$ cat config.mk
export PLATFORM = sky130hd
export DESIGN_NAME = mul_div_unit_flat
export DESIGN_NICKNAME = d
export VERILOG_FILES = /design/src/rtl/mul_div_if.sv /design/src/rtl/mul_div_unit.sv /design/src/flat_wrapper.sv
export SDC_FILE = /design/constraint.sdc
export NUM_CORES = 1
export LEC_CHECK = 0
export CAP_MARGIN = 20
export CORE_ASPECT_RATIO = 0.8
export CORE_MARGIN = 10
export CORE_UTILIZATION = 65
export DETAILED_ROUTE_END_ITERATION = 10
export DONT_BUFFER_PORTS = 1
export PLACE_DENSITY_LB_ADDON = 0.05
export SYNTH_ARGS = -nofsm -noshare
export SYNTH_HDL_FRONTEND = slang
export SYNTH_SLANG_ARGS = --single-unit
export TNS_END_PERCENT = 1
$ cat constraint.sdc
create_clock -name clock__i -period 7.2 [get_ports clock__i]
set_clock_uncertainty 0.1 [all_clocks]
set_input_delay 1.08 -clock clock__i [delete_from_list [all_inputs] [get_ports clock__i]]
set_output_delay 1.08 -clock clock__i [all_outputs]
set_load 0.02 [all_outputs]
$ cat src/rtl/mul_div_if.sv
// Request/result bundle between the pipeline and the HI/LO multiply-divide unit.
// The master (pipeline) drives requests; the slave (unit) returns HI/LO and status.
interface mul_div_if #(
    parameter int WIDTH = 32
);
    logic             start__i;
    logic [1:0]       op__i;
    logic [WIDTH-1:0] dataA__i;
    logic [WIDTH-1:0] dataB__i;
    logic             cancel__i;
    logic             hiWrite__i;
    logic             loWrite__i;
    logic [WIDTH-1:0] hi__o;
    logic [WIDTH-1:0] lo__o;
    logic             busy__o;
    logic             done__o;
    logic             divByZero__o;
    logic [1:0]       state;

    // start__i is a request sampled only while busy__o is low; there is no ready
    // back-pressure, a start seen while busy is dropped. done__o pulses one cycle.
    modport master (
        output start__i, op__i, dataA__i, dataB__i, cancel__i, hiWrite__i, loWrite__i,
        input  hi__o, lo__o, busy__o, done__o, divByZero__o, state
    );

    modport slave (
        input  start__i, op__i, dataA__i, dataB__i, cancel__i, hiWrite__i, loWrite__i,
        output hi__o, lo__o, busy__o, done__o, divByZero__o, state
    );
endinterface

$ cat src/rtl/mul_div_unit.sv
// Iterative HI/LO multiply/divide unit: radix-2 shift-add multiply and restoring
// divide on operand magnitudes, with sign correction applied on the way out.
module mul_div_unit #(
    parameter int WIDTH = 32
) (
    input logic     clock__i,
    input logic     reset__i,
    mul_div_if.slave bus
);
    localparam int CW = $clog2(WIDTH);

    typedef enum logic [1:0] {IDLE = 2'd0, CALC = 2'd1, FIX = 2'd2} state_t;

    state_t             state;
    logic [CW-1:0]      cnt;
    logic               mul_r;
    logic               neg_hi;
    logic               neg_lo;
    logic               dz;
    logic [WIDTH-1:0]   m;
    logic [2*WIDTH:0]   p;
    logic [WIDTH-1:0]   hi;
    logic [WIDTH-1:0]   lo;
    logic               done;
    logic               dbz;

    logic               a_neg;
    logic               b_neg;
    logic [WIDTH-1:0]   a_mag;
    logic [WIDTH-1:0]   b_mag;
    logic               b_zero;
    logic [WIDTH:0]     mul_sum;
    logic [WIDTH:0]     div_shift;
    logic [WIDTH:0]     div_diff;
    logic [WIDTH-1:0]   div_rem;
    logic [2*WIDTH-1:0] prod;
    logic [WIDTH-1:0]   quot;
    logic [WIDTH-1:0]   rem;

    always_comb begin
        a_neg     = bus.op__i[0] & bus.dataA__i[WIDTH-1];
        b_neg     = bus.op__i[0] & bus.dataB__i[WIDTH-1];
        a_mag     = a_neg ? -bus.dataA__i : bus.dataA__i;
        b_mag     = b_neg ? -bus.dataB__i : bus.dataB__i;
        b_zero    = (bus.dataB__i == '0);
        // p holds {carry, upper half, lower half}; for divide the upper half is the
        // partial remainder and the lower half shifts dividend bits out, quotient in.
        mul_sum   = {1'b0, p[2*WIDTH-1:WIDTH]} + (p[0] ? {1'b0, m} : '0);
        div_shift = {p[2*WIDTH-1:WIDTH], p[WIDTH-1]};
        div_diff  = div_shift - {1'b0, m};
        div_rem   = div_diff[WIDTH] ? div_shift[WIDTH-1:0] : div_diff[WIDTH-1:0];
        prod      = neg_hi ? -p[2*WIDTH-1:0] : p[2*WIDTH-1:0];
        quot      = neg_lo ? -p[WIDTH-1:0] : p[WIDTH-1:0];
        rem       = neg_hi ? -p[2*WIDTH-1:WIDTH] : p[2*WIDTH-1:WIDTH];
    end

    always_ff @(posedge clock__i) begin
        if (reset__i) begin
            state  <= IDLE;
            cnt    <= '0;
            mul_r  <= 1'b0;
            neg_hi <= 1'b0;
            neg_lo <= 1'b0;
            dz     <= 1'b0;
            m      <= '0;
            p      <= '0;
            hi     <= '0;
            lo     <= '0;
            done   <= 1'b0;
            dbz    <= 1'b0;
        end else begin
            done <= 1'b0;
            dbz  <= 1'b0;
            case (state)
                IDLE: begin
                    if (bus.hiWrite__i) hi <= bus.dataA__i;
                    if (bus.loWrite__i) lo <= bus.dataA__i;
                    if (bus.start__i && !bus.cancel__i) begin
                        mul_r  <= ~bus.op__i[1];
                        cnt    <= '0;
                        dz     <= bus.op__i[1] & b_zero;
                        m      <= bus.op__i[1] ? b_mag : a_mag;
                        p      <= {{(WIDTH+1){1'b0}}, (bus.op__i[1] ? a_mag : b_mag)};
                        neg_hi <= bus.op__i[1] ? a_neg : (a_neg ^ b_neg);
                        neg_lo <= a_neg ^ b_neg;
                        state  <= (bus.op__i[1] && b_zero) ? FIX : CALC;
                    end
                end
                CALC: begin
                    if (bus.cancel__i) begin
                        state <= IDLE;
                    end else begin
                        p   <= mul_r ? {1'b0, mul_sum, p[WIDTH-1:1]}
                                     : {1'b0, div_rem, p[WIDTH-2:0], ~div_diff[WIDTH]};
                        cnt <= cnt + 1'b1;
                        if (cnt == CW'(WIDTH - 1)) state <= FIX;
                    end
                end
                FIX: begin
                    state <= IDLE;
                    if (!bus.cancel__i) begin
                        done <= 1'b1;
                        dbz  <= dz;
                        if (!dz) begin
                            hi <= mul_r ? prod[2*WIDTH-1:WIDTH] : rem;
                            lo <= mul_r ? prod[WIDTH-1:0] : quot;
                        end
                    end
                end
                default: state <= IDLE;
            endcase
        end
    end

    assign bus.hi__o        = hi;
    assign bus.lo__o        = lo;
    assign bus.busy__o      = (state != IDLE);
    assign bus.done__o      = done;
    assign bus.divByZero__o = dbz;
    assign bus.state        = state;
endmodule

$ cat src/flat_wrapper.sv
// flat-port wrapper written by rule: the top's interface ports become plain ports
module mul_div_unit_flat 
#(
    parameter int WIDTH = 32
)
  (clock__i, reset__i, bus_start__i, bus_op__i, bus_dataA__i, bus_dataB__i, bus_cancel__i, bus_hiWrite__i, bus_loWrite__i, bus_hi__o, bus_lo__o, bus_busy__o, bus_done__o, bus_divByZero__o, bus_state);
  mul_div_if #(.WIDTH(WIDTH)) bus_i ();
  input logic clock__i;
  input logic reset__i;
  input wire logic [$bits(bus_i.start__i)-1:0] bus_start__i;
  input wire logic [$bits(bus_i.op__i)-1:0] bus_op__i;
  input wire logic [$bits(bus_i.dataA__i)-1:0] bus_dataA__i;
  input wire logic [$bits(bus_i.dataB__i)-1:0] bus_dataB__i;
  input wire logic [$bits(bus_i.cancel__i)-1:0] bus_cancel__i;
  input wire logic [$bits(bus_i.hiWrite__i)-1:0] bus_hiWrite__i;
  input wire logic [$bits(bus_i.loWrite__i)-1:0] bus_loWrite__i;
  output wire logic [$bits(bus_i.hi__o)-1:0] bus_hi__o;
  output wire logic [$bits(bus_i.lo__o)-1:0] bus_lo__o;
  output wire logic [$bits(bus_i.busy__o)-1:0] bus_busy__o;
  output wire logic [$bits(bus_i.done__o)-1:0] bus_done__o;
  output wire logic [$bits(bus_i.divByZero__o)-1:0] bus_divByZero__o;
  output wire logic [$bits(bus_i.state)-1:0] bus_state;
  assign bus_i.start__i = bus_start__i;
  assign bus_i.op__i = bus_op__i;
  assign bus_i.dataA__i = bus_dataA__i;
  assign bus_i.dataB__i = bus_dataB__i;
  assign bus_i.cancel__i = bus_cancel__i;
  assign bus_i.hiWrite__i = bus_hiWrite__i;
  assign bus_i.loWrite__i = bus_loWrite__i;
  assign bus_hi__o = bus_i.hi__o;
  assign bus_lo__o = bus_i.lo__o;
  assign bus_busy__o = bus_i.busy__o;
  assign bus_done__o = bus_i.done__o;
  assign bus_divByZero__o = bus_i.divByZero__o;
  assign bus_state = bus_i.state;
  mul_div_unit #(.WIDTH(WIDTH)) u_core (.clock__i(clock__i), .reset__i(reset__i), .bus(bus_i));
endmodule
==> results by group, run 1 <==
Outcome
  • Status: finished, final reports clean

Clock tree
  • Max Root-Sink Buffers: 2
  • Post-CTS Setup Bufs: 0
  • Worst-skew pair later-pin latency: 450 ps
  • CTS Root Cell: clkbuf_16
  • Clock H-tree levels: 4
  • Hold_buf cts: 0
  • Number of clock sinks: 173
  • CTS resizes: 0
  • CTS tree: yes
  • CTS buffer count: 17
  • CTS clock-pin slew for the worst setup and hold paths: 80 ps

Critical path
  • Worst path required time: 7410 ps
  • Crit Path Category: flop to flop
  • CP Capture Type: flop
  • CP peak stage delay: 570 ps
  • FF-to-FF path depth: 13
  • Crit path arrival time: 4670 ps
  • CP max FO: 20
  • Crit start category: flop
  • Slowest cell on the critical path: nor2_2
  • Crit-path cells: inv_1, ha_1, fa_1, nand2b_1, a21oi_1, o211ai_1, a211oi_1, o21ba_2, nor3_1, nor2_2, buf_4, mux2i_1, o221ai_1
  • Flop-to-flop setup slack: 2750 ps

Placed design
  • Number of port buffers: 0
  • Pre-CTS WS: 2900 ps
  • Hpwl dp: 42.9 mm
  • Dpl cells: 2256
  • Final GP Congestion: 1.05
  • Placement Cell Area: 14700 µm²

Route
  • Vias after detailed routing: 15800
  • Wirelength, routed: 55.6 mm
  • Drt wl/cell: 24.3 µm
  • 1st-iter DRT viols: 2417
  • First-pass detailed-route iteration total: 8
  • DRC: 0
  • Post-route ant nets: 0
  • Vias per cell: 6.88

Synth
  • Post-synthesis cell area: 14700 µm²
  • Xor/xnor cell area share of the yosys netlist: 10.0%
  • Synth Area in Compound Gates: 27.4%
  • Simple-gate portion of the synthesized area: 22.5%
  • Post-synthesis mux area share: 4.92%
  • Top cells by area, synth: dfxtp_1 24%, nor2_1 7.4%, a21oi_1 7.3%
  • Post-synthesis sequential area ratio: 23.6%
  • EDFF count, synth: 0
  • Synth Warn #: 0
  • #FFs+latches synth: 173
  • Syn_area_per_cell: 7.10 µm²
  • Mapped Nets: 2212
  • Main flop type after synthesis: dfxtp_1
  • Post-synthesis instance total: 2068
  • Count of different cell masters after synthesis: 72
  • Post-synth ARST share: 0%
  • Cell taking the most area after synthesis: dfxtp_1
  • Main combinational cell family by area after synthesis: compound AO/OA/AOI/OAI gates
  • Share of the synthesized area in the top cell type: 23.6%
  • Synthesized-area fraction occupied by adder cells: 6.24%

Floorplanning
  • Die X: 188 µm
  • Die footprint: 29000 µm²
  • Height of the die: 154 µm
  • Core Rows: 49
  • Starting Density: 65.8%
  • Core area: 22300 µm²
  • Io pins: 141

STA
  • Min Tclk post-route: 4450 ps
  • Hold Slack: 362 ps
  • RSZ-0062 raised after global routing: no
  • Slew HR: 20.6%
  • Final setup viols: 0
  • Final Cycle Share: 61.8%
  • Final WS setup: 2750 ps
  • Maximum clock rate: 225 MHz
  • Final hold viol count: 0
  • Slew Limit Fails: 0
  • Setup TNS: 0 ps
  • Worst-Margin Slew: 1180 ps

Power and ir drop
  • Clock share of power: 33.6%
  • Worst vdd ir: 0.122 mV
  • Internal Pwr Total: 1.74 mW
  • Part of the power in registers: 40.3%
  • Total power: 2.80 mW
  • Comb power frac: 26.1%
  • Pwr Density: 183 nW/µm²
  • NetSw: 1.06 mW
  • Switching Fraction: 37.9%
  • Leakage: 5.95 nW

Cells and area
  • Layout area overhead: 4.03%
  • Total Nets Final: 2115
  • Post-route cell area: 15300 µm²
  • Diode count: 0
  • Non-filler cells in the finished layout: 2290
  • Final core occ: 68.4%
  • Layout cells sized above 1: 3.98%

Global routing
  • Initial antenna violation count: 0
  • First-pass GRT wire length: 82.6 mm
  • Total congestion overflow: 0
  • Pin count of the biggest net entering global routing: 148
  • Total Routing Usage GR: 36.0%
  • Vias in the first global route: 13900

Min path
  • Hold Path Class: flop to flop
  • Hold path depth: 2

Flow run
  • Max-Cap Viols: 0
layer usage:
layer,vias up,wire (µm),track usage (%)
li1,7207,-,-
met4,2,2180,14.1
met1,7248,22200,50.4
met3,118,10600,15.5
met5,-,43,1.22
met2,1183,20600,46.4
cells in the final DEF (no fill, tap or decap), types with 20 or more instances in the layout:
master / instances
a211oi_1: 66
a21o_1: 30
a21oi_1: 214
a31oi_1: 27
buf_4: 21
dfxtp_1: 172
ha_1: 70
inv_1: 66
mux2i_1: 71
nand2_1: 241
nand2b_1: 23
nand3_1: 33
nor2_1: 288
nor3_1: 50
o211ai_1: 24
o21ai_0: 115
o31ai_1: 20
xnor2_1: 92
xor2_1: 76
cell usage after synthesis (15+ instances only):
master and instances:
a211oi_1 66, a21o_1 30, a21oi_1 215, a311oi_1 19
a31oi_1 27, and3_1 18, clkbuf_1 122, dfxtp_1 173
ha_1 70, inv_1 66, mux2i_1 71, nand2_1 241
nand2b_1 24, nand3_1 33, nor2_1 290, nor3_1 50
o211ai_1 24, o21ai_0 115, o221ai_1 15, o31ai_1 20
xnor2_1 92, xor2_1 76
critical path: cells and delay by family (launching register included):
family,cells,cell delay (ps)
buf+inv,2,550
mux,1,240
fa+ha+maj,2,660
flops,1,430
simple gates,3,870
compound gates,5,1450
power groups by stage:
stage / logic [mW] / registers (mW) / clock network [mW]
3_3_place_gp: 0.687 / 1.14 / 0
4_1_cts: 0.701 / 1.12 / 0.925
5_1_grt: 0.787 / 1.13 / 0.957
3_5_place_dp: 0.697 / 1.14 / 0
6_report: 0.732 / 1.13 / 0.939
2_1_floorplan: 0.556 / 1.10 / 0
flip-flops by register name (all words and copies together), names as in the netlist:
| signal | count |
|---|---|
| u_core.bus.lo__o | 32 |
| u_core.cnt | 5 |
| u_core.bus.divByZero__o | 1 |
| u_core.m | 32 |
| u_core.dz | 1 |
| u_core.neg_hi | 1 |
| u_core.mul_r | 1 |
| u_core.neg_lo | 1 |
| u_core.bus.hi__o | 32 |
| u_core.bus.done__o | 1 |
| u_core.p | 64 |
| u_core.bus.state | 2 |
final timing paths:
| kind | startpoint | endpoint |
|---|---|---|
| setup / recovery | u_core.p[31] | u_core.p[38] |
| hold / removal | u_core.cnt[4] | u_core.cnt[4] |
| setup reg to reg | u_core.p[31] | u_core.p[38] |
| hold reg to reg | u_core.cnt[4] | u_core.cnt[4] |
logic make-up after synthesis:
logic type | Yosys count
AO/OA/AOI/OAI | 631
XOR/XNOR | 168
adder cells (fa/ha/maj) | 72
buffers and inverters | 205
flip-flops | 173
multiplexers | 72
AND/OR/NAND/NOR | 747
cell type report:
cell class,count,area [µm²]
sequential,173,3460
fill,1980,7050
clock buffer,19,433
inverter,68,255
timing repair buffer,21,158
clock inverter,13,128
tap,306,383
multi-input combinational,1690,10500
(Power assumes the default switching activity.)
==> run 2, diff against run 1 <==
--- a/config.mk
+++ b/config.mk
@@ -8,7 +8,7 @@
 export CAP_MARGIN = 20
 export CORE_ASPECT_RATIO = 0.8
 export CORE_MARGIN = 10
-export CORE_UTILIZATION = 65
+export CORE_UTILIZATION = 59
 export DETAILED_ROUTE_END_ITERATION = 10
 export DONT_BUFFER_PORTS = 1
 export PLACE_DENSITY_LB_ADDON = 0.05
==> constraint.sdc (replaced) <==
create_clock -name clock__i -period 3.8 [get_ports clock__i]
set_clock_uncertainty 0.1 [all_clocks]
set_input_delay 0.57 -clock clock__i [delete_from_list [all_inputs] [get_ports clock__i]]
set_output_delay 0.57 -clock clock__i [all_outputs]
set_load 0.02 [all_outputs]
==> run 2 against run 1 <==
Against the previous run: utilization decreased by 3.8 points; sequential cell count unchanged; sequential share of layout area decreased by 0.74 points; clock-buffer cell count decreased by 1; power increased by 100%; register-to-register slack got worse by 2600 ps; worst setup slack got worse by 2600 ps; critical path depth increased by 1; critical path type unchanged; critical endpoint unchanged.
==> results by group, run 2 (synthesized netlist as in run 1, its figures left out) <==
Power and ir drop
  • Total power: 5.59 mW
  • Worst vdd ir: 0.343 mV
  • Pwr Density: 354 nW/µm²
  • Internal Pwr Total: 3.59 mW
  • Comb power frac: 27.2%
  • Leakage: 6.28 nW
  • Clock share of power: 35.2%
  • Switching Fraction: 35.8%
  • NetSw: 2.00 mW
  • Part of the power in registers: 37.6%

Placed design
  • Number of port buffers: 0
  • Hpwl dp: 46.2 mm
  • Placement Cell Area: 15100 µm²
  • Final GP Congestion: 1.03

Clock tree
  • CTS tree: yes
  • Number of clock sinks: 173
  • Clock H-tree levels: 4
  • Max Root-Sink Buffers: 2
  • Worst-skew pair later-pin latency: 460 ps
  • CTS buffer count: 17
  • Hold_buf cts: 0
  • CTS clock-pin slew for the worst setup and hold paths: 80 ps
  • CTS Root Cell: clkbuf_16

Floorplanning
  • Die footprint: 31600 µm²
  • Starting Density: 60.1%
  • Io pins: 141
  • Core Rows: 51
  • Height of the die: 161 µm
  • Core area: 24400 µm²
  • Die X: 196 µm

Critical path
  • CP Launch Point: u_core.p[31]
  • Worst path required time: 4010 ps
  • Most numerous cell on the critical path: buf_4
  • Slowest cell on the critical path: dfxtp_1
  • CP peak stage delay: 430 ps
  • Worst R2R Start: u_core.p[31]
  • CP Capture Type: flop
  • CP max FO: 10
  • Critical R2R Capture: u_core.p[38]
  • Crit Path Category: flop to flop
  • Crit start category: flop
  • Crit path arrival time: 3880 ps
  • Crit-path cells: inv_1, ha_1, fa_1, nand2b_1, a21oi_2, o211ai_1, a211oi_1, buf_4, o21ba_2, nor3_1, nor2_2, buf_4, mux2i_1, o221ai_1
  • FF-to-FF path depth: 14
  • Worst Setup EP: u_core.p[38]
  • Flop-to-flop setup slack: 140 ps

Cells and area
  • Layout fillers: 2226
  • FF/Latch Area: 3460 µm²
  • Layout cells sized above 1: 6.67%
  • Total Nets Final: 2169
  • Final core occ: 64.6%
  • Multi-input gate area: 10500 µm²
  • Most flops, register: u_core.p
  • Max reg flops: 64
  • Most frequent cells in the layout: 288 x nor2_1, 241 x nand2_1, 213 x a21oi_1
  • Diode count: 0
  • Post-route cell area: 15800 µm²
  • Layout area overhead: 7.55%
  • Commonest non-fill, non-tap cell in the layout: nor2_1

Route
  • First-pass detailed-route iteration total: 7
  • Vias after detailed routing: 15800
  • Vias per cell: 6.73
  • Post-route ant nets: 0
  • Wirelength, routed: 58.5 mm
  • 1st-iter DRT viols: 2485
  • DRC: 0
  • Drt wl/cell: 24.8 µm

STA
  • Slew Limit Fails: 0
  • RSZ-0062 raised after global routing: yes
  • Final Cycle Share: 96.4%
  • Worst-Margin Slew: 1010 ps
  • Maximum clock rate: 273 MHz
  • Final hold viol count: 0
  • Slew HR: 32.8%
  • Min Tclk post-route: 3660 ps
  • Final setup viols: 0

Min path
  • Hold Path Class: input port to flop

Flow run
  • Max-Cap Viols: 0

Global routing
  • Total congestion overflow: 0
  • Pin count of the biggest net entering global routing: 148
  • Vias in the first global route: 14200
  • First-pass GRT wire length: 87.6 mm
  • Total Routing Usage GR: 35.4%
  • Initial antenna violation count: 0

Outcome
  • Status: finished, final reports clean
## run 2: cell types whose count changed in the layout (fill, tap and decap cells not counted)
| cell | previous run | this run |
|---|---|---|
| a21oi_1 | 214 | 213 |
| inv_8 | 4 | 0 |
| clkinv_8 | 1 | 0 |
| bufinv_16 | 0 | 4 |
| inv_6 | 3 | 5 |
| clkbuf_8 | 0 | 1 |
| buf_12 | 0 | 1 |
| buf_4 | 21 | 74 |
| clkinvlp_4 | 3 | 2 |
| clkbuf_1 | 2 | 0 |
| a21oi_2 | 1 | 2 |
| clkinv_2 | 0 | 1 |
## run 2: worst min-delay path by stage
stage	endpoint	startpoint	slack (ps)	cells past startpoint
floorplan	u_core.m[15]	u_core.m[15]	330	2
global placement	u_core.m[6]	u_core.m[6]	330	2
detailed placement	u_core.m[25]	u_core.m[25]	340	2
CTS	u_core.bus.done__o	bus_cancel__i	80	1
global route	u_core.bus.done__o	bus_cancel__i	80	1
finish	u_core.bus.done__o	bus_cancel__i	90	1
## run 2: area by class of cell
| class | count | area share [%] |
|---|---|---|
| Tap cell | 318 | 2.52 |
| Inverter | 68 | 1.62 |
| Multi-Input combinational cell | 1690 | 66.2 |
| Clock buffer | 18 | 2.78 |
| Sequential cell | 173 | 21.9 |
| Clock inverter | 14 | 1.28 |
| Timing Repair Buffer | 75 | 3.65 |
## run 2: metal layers
metal | track usage [%] | wire (µm) | share of wire [%] | vias up
met4 | 9.42 | 1380 | 2.4 | 0
met1 | 50.6 | 24700 | 42 | 7347
met5 | 0 | 0 | 0 | -
met2 | 45.1 | 21700 | 37 | 1109
li1 | - | - | - | 7311
met3 | 17.3 | 10700 | 18 | 80
## run 2: power groups by stage
stage,Clock (mW),Combinational [mW],Sequential [mW]
3_5_place_dp,0,1.43,2.14
4_1_cts,1.96,1.44,2.09
5_1_grt,2.03,1.62,2.11
6_report,1.96,1.52,2.10
2_1_floorplan,0,1.05,2.08
3_3_place_gp,0,1.42,2.13
## run 2: stage by stage
step / TNS (ps) / std cells / setup slack, ps / hold WS, ps
2_1_floorplan: 0 / 2068 / 489 / 332
3_3_place_gp: 0 / 2321 / 197 / 335
3_5_place_dp: 0 / 2321 / 89.8 / 339
4_1_cts: 0 / 2353 / 51.4 / 79.2
5_1_grt: -103 / 2356 / -23.8 / 84.2
6_report: 0 / 2356 / 136 / 87.2
## run 2: critical path: cells and delay by family (launching register included)
| kind | cells | cell delay [ps] |
|---|---|---|
| mux | 1 | 230 |
| buf+inv | 3 | 580 |
| compound gates | 5 | 980 |
| fa+ha+maj | 2 | 650 |
| simple gates | 3 | 540 |
| flops | 1 | 430 |
## run 2: what timing repair did
item                                    CTS  global route
endpoints found under the setup margin    0            21
resized for setup                         0             1
setup buffers                             0             2
